### config.mk
export PLATFORM = sky130hd
export DESIGN_NAME = sha256_round_ctrl
export DESIGN_NICKNAME = d
export VERILOG_FILES = /design/src/rtl/sha256_round_ctrl.sv
export SDC_FILE = /design/constraint.sdc
export NUM_CORES = 1
export LEC_CHECK = 0
export CORE_UTILIZATION = 50
export DETAILED_ROUTE_END_ITERATION = 10
export GPL_ROUTABILITY_DRIVEN = 0
export PLACE_DENSITY = 0.8
export SYNTH_ARGS = -nofsm -noshare
export SYNTH_HDL_FRONTEND = slang
export SYNTH_SLANG_ARGS = --single-unit
### constraint.sdc
create_clock -name clk -period 4.46 [get_ports clk]
set_input_delay 1.338 -clock clk [delete_from_list [all_inputs] [get_ports clk]]
set_output_delay 1.338 -clock clk [all_outputs]
set_load 0.05 [all_outputs]
### src/rtl/sha256_round_ctrl.sv
// sha256_round_ctrl: sequences one single-block SHA-256 compression.
// IDLE -> LOAD (message capture, IV load) -> ROUND x NUM_ROUNDS -> ADD
// (H slices accumulate) -> VALID (digest held until acknowledged).
// All outputs are registered and decoded from the next state, so each
// output is glitch-free and lines up with the state it describes.
module sha256_round_ctrl #(
    parameter int NUM_ROUNDS  = 64,
    parameter int SCHED_WORDS = 16
) (
    input  logic       clk,
    input  logic       rst_n,
    input  logic       start,
    input  logic       abort,
    input  logic       digest_ack,
    output logic       busy,
    output logic       load_msg,
    output logic       round_en,
    output logic [5:0] round,
    output logic       sched_expand,
    output logic       block,
    output logic       digest_valid
);

    typedef enum logic [2:0] {
        S_IDLE,
        S_LOAD,
        S_ROUND,
        S_ADD,
        S_VALID
    } state_t;

    localparam logic [5:0] LAST_ROUND = 6'(NUM_ROUNDS - 1);
    localparam logic [5:0] FIRST_EXP  = 6'(SCHED_WORDS);

    state_t     state_q, state_d;
    logic [5:0] round_q, round_d;
    logic       busy_q, busy_d;
    logic       load_msg_q, load_msg_d;
    logic       round_en_q, round_en_d;
    logic       sched_expand_q, sched_expand_d;
    logic       block_q, block_d;
    logic       digest_valid_q, digest_valid_d;

    // Next-state logic and next-cycle output decode; abort overrides everything.
    always_comb begin
        state_d = state_q;
        case (state_q)
            S_IDLE:  if (start) state_d = S_LOAD;
            S_LOAD:  state_d = S_ROUND;
            S_ROUND: if (round_q == LAST_ROUND) state_d = S_ADD;
            S_ADD:   state_d = S_VALID;
            S_VALID: if (digest_ack) state_d = S_IDLE;
            default: state_d = S_IDLE;
        endcase
        if (abort) state_d = S_IDLE;

        // Counter restarts at 0 on every ROUND entry and is 0 everywhere else,
        // so it cannot wrap and never leaks a stale index to the K[] lookup.
        round_d = '0;
        if (state_d == S_ROUND && state_q == S_ROUND) round_d = round_q + 6'd1;

        busy_d         = (state_d != S_IDLE);
        load_msg_d     = (state_d == S_LOAD);
        round_en_d     = (state_d == S_ROUND);
        sched_expand_d = (state_d == S_ROUND) && (round_d >= FIRST_EXP);
        // Block stays high across ADD and VALID: the slices add once per high
        // period, and dropping it early would reload IV over the digest.
        block_d        = (state_d == S_ADD) || (state_d == S_VALID);
        digest_valid_d = (state_d == S_VALID);
    end

    // State, round counter and all outputs registered together.
    always_ff @(posedge clk or negedge rst_n) begin
        if (!rst_n) begin
            state_q        <= S_IDLE;
            round_q        <= '0;
            busy_q         <= 1'b0;
            load_msg_q     <= 1'b0;
            round_en_q     <= 1'b0;
            sched_expand_q <= 1'b0;
            block_q        <= 1'b0;
            digest_valid_q <= 1'b0;
        end else begin
            state_q        <= state_d;
            round_q        <= round_d;
            busy_q         <= busy_d;
            load_msg_q     <= load_msg_d;
            round_en_q     <= round_en_d;
            sched_expand_q <= sched_expand_d;
            block_q        <= block_d;
            digest_valid_q <= digest_valid_d;
        end
    end

    assign busy         = busy_q;
    assign load_msg     = load_msg_q;
    assign round_en     = round_en_q;
    assign round        = round_q;
    assign sched_expand = sched_expand_q;
    assign block        = block_q;
    assign digest_valid = digest_valid_q;

endmodule

==> metrics.md <==
| Metric | Value |
|---|---|
| N_diodes | 0 |
| Worst-path maximum fanout | 7 |
| PostCTS Resize Cnt | 0 |
| Htree depth | 1 |
| Post-route ant nets | 0 |
| Initial antenna violation count | 0 |
| Num CTS Buffers | 3 |
| Setup TNS | 0 ps |
| Layout Nets | 88 |
| Max-cap violations | 0 |
| Clock root cell | clkbuf_4 |
| Vias in the first global route | 474 |
| Sequential Power Share | 57.2% |
| Fmax | 339 MHz |
| CTS tree | built |
| Seq/Total Area, Yosys | 52.0% |
| Max IR drop VDD | 0.000194 V |
| Longest Clk Path Bufs | 2 |
| GRT met2 Usage | 30.2% |
| Fin area | 900 um2 |
| Post-synth cell types | 29 |
| Crit share post-route | 66.2% |
| Fin cells | 96 |
| CP top delay family | buffers and inverters |
| Setup ws final | 1510 ps |
| Die X | 40 um |
| Layout area overhead | 24.6% |
| Initial DRC Count | 8 |
| Boundary pin count | 17 |
| Data arrival time of the worst path | 1610 ps |
| Worst slew pin tran | 648 ps |
| 1st-pass router iterations | 4 |
| Number of synthesized register bits | 15 |
| Cell Area, Placed | 873 um2 |
| Placed cell count | 92 |
| Routed wire length | 1.27 mm |
| Switching share of power | 25.4% |
| Req. time, crit path | 3120 ps |
| Largest net degree at the start of global routing | 16 |
| Synth Warn # | 0 |
| Largest stage delay, worst path | 850 ps |
| Starting Density | 54.8% |
| GRT overflow | 0 |
| Unrepaired setup endpoints after global routing | no |
| Die Area | 0.00160 mm2 |
| Syn Nets | 70 |
| Critical-path cell list | clkdlybuf4s50_1 |
| Placeable Area | 0.00132 mm2 |
| Power density over the cells | 280 mW/mm2 |
| Most common cell after layout, fill and taps aside | clkdlybuf4s50_1 |
| GRT Resource Usage Total | 19.7% |
| Skew-Pair Late Insertion Delay | 280 ps |
| Critical Path End Type | primary output |
| Sw Pwr | 0.0641 mW |
| Post-Route Skew | 5.15 ps |
| Relative slew slack | 56.7% |
| Num rows | 13 |
| Dpl ws | 1640 ps |
| Leakage | 0.350 nW |
| Critical path's slowest cell | clkdlybuf4s50_1 |
| Worst-path clk slew | 90 ps |
| Final min period | 2950 ps |
| Status | finished, final reports clean |
| Global route hottest layer | met2 |
| Post-DP HPWL | 885 um |
| Startpoint Class | register |
| # fillers | 104 |
| First-pass GRT wire length | 2.04 mm |
| Worst Hold Class | reg -> reg |
| Top-area cell type share of the netlist area | 52.0% |
| Post-route DRC violation count | 0 |
| Port bufs | 16 |
| Setup Viol. Count Final | 0 |
| Vias | 534 |
| Vias per std cell | 5.56 |
| Commonest non-fill, non-tap cells in the layout | 16 x clkdlybuf4s50_1, 15 x dfrtp_1, 4 x a21oi_1, 4 x inv_1 |
| Worst Path Buf+Inv | 1 |
| Cell taking the most area after synthesis | dfrtp_1 |
| Met1 global-route usage | 26.3% |
| Mapped Cells | 64 |
| Cell Area, Synth | 722 um2 |
| GR Util met3 | 3.33% |
| Slew Limit Fails | 0 |
| Gate power share | 13.2% |
| Wirelength per Cell | 13.2 um |
| Cell internal pwr | 0.188 mW |
| Dominant cells by area after synthesis | dfrtp_1 52%, or4b_4 3.8%, xnor2_1 3.6%, buf_6 3.1%, a21oi_1 2.8% |
| Post-CTS setup buffer count | 0 |
| Clock Sink Count | 15 |
| Mean Syn Cell Area | 11.3 um2 |
| Layout cells sized above 1 | 13.6% |
| Clk pwr share | 29.6% |
| Fin. Hold Viols | 0 |
| Critical path class | reg -> out |
| CTS Hold Bufs | 0 |
| Die Y | 40 um |
==> metal layers <==
| metal | up-vias | wire length (um) |
|---|---|---|
| met1 | 246 | 617 |
| met3 | 4 | 51 |
| met2 | 16 | 584 |
| met5 | - | 0 |
| li1 | 268 | - |
| met4 | 0 | 16 |
==> state kept, by name, indices dropped and copies added, names as in the netlist <==
| signal | flops |
|---|---|
| block | 1 |
| digest_valid | 1 |
| load_msg | 1 |
| busy | 1 |
| state_q | 3 |
| round | 6 |
| round_en | 1 |
| sched_expand | 1 |
==> final cells by class <==
class	count	area, um2	share of cell area, %
Timing Repair Buffer	16	160	17.8
Clock buffer	4	26.3	2.92
Inverter	4	15.0	1.67
Sequential cell	15	375	41.7
Multi-Input combinational cell	42	304	33.8
Tap cell	15	18.8	2.09
==> through the flow <==
step / utilization, % / power, mW / hold slack (ps)
final: 68.3 / 0.252 / 576
after global routing: 68.3 / 0.266 / 622
after CTS: 68.3 / 0.255 / 574
after detailed placement: 66.3 / 0.181 / 560
after global placement: 66.3 / 0.180 / 564
after floorplan: - / 0.170 / 523
==> kinds of logic after synthesis <==
family / after synthesis / share of synthesized area (%)
compound gates: 16 / 16.3
xor+xnor: 4 / 4.85
fa+ha+maj: 1 / 1.73
buf+inv: 7 / 5.89
flops: 15 / 52.0
simple gates: 21 / 19.2
==> power by group through the flow <==
stage               registers, mW  logic (mW)  clock network [mW]
floorplan                   0.154      0.0155                   0
global placement            0.147      0.0332                   0
detailed placement          0.147      0.0337                   0
CTS                         0.144      0.0338              0.0769
global route                0.145      0.0360              0.0849
finish                      0.144      0.0333              0.0747
==> final timing paths <==
| check | cells after the start | slack, ps | startpoint | end |
|---|---|---|---|---|
| worst max-delay path | 1 | 1510 | round[0] | round[0] |
| worst min-delay path | 1 | 580 | round[0] | round[0] |
| worst max register to register | 4 | 2810 | round[0] | block |
| worst min register to register | 1 | 580 | round[0] | round[0] |
| max in group asynchronous | 1 | 2590 | rst_n | round[2] |
| min in group asynchronous | 1 | 1450 | rst_n | round[3] |
==> synthesized netlist by cell type <==
cell and number:
nand2_1 2, nor2_1 3, a211oi_1 1, nor3_1 2, nand4_1 1, o21bai_4 1
xnor2_1 3, clkbuf_2 1, ha_1 1, buf_6 2, inv_1 4, or4b_4 2
xor2_1 1, nor2_2 3, a31oi_1 2, nand3b_1 1, dfrtp_1 15, nand3_2 1
o21ai_0 3, a21o_1 1, or4_1 1, nor3b_1 1, o21bai_1 1, nor4b_1 1
and3_1 1, a311o_2 1, nand3_1 2, a21oi_1 4, a311oi_1 2
Note: power is estimated with default switching activity, not from simulation.
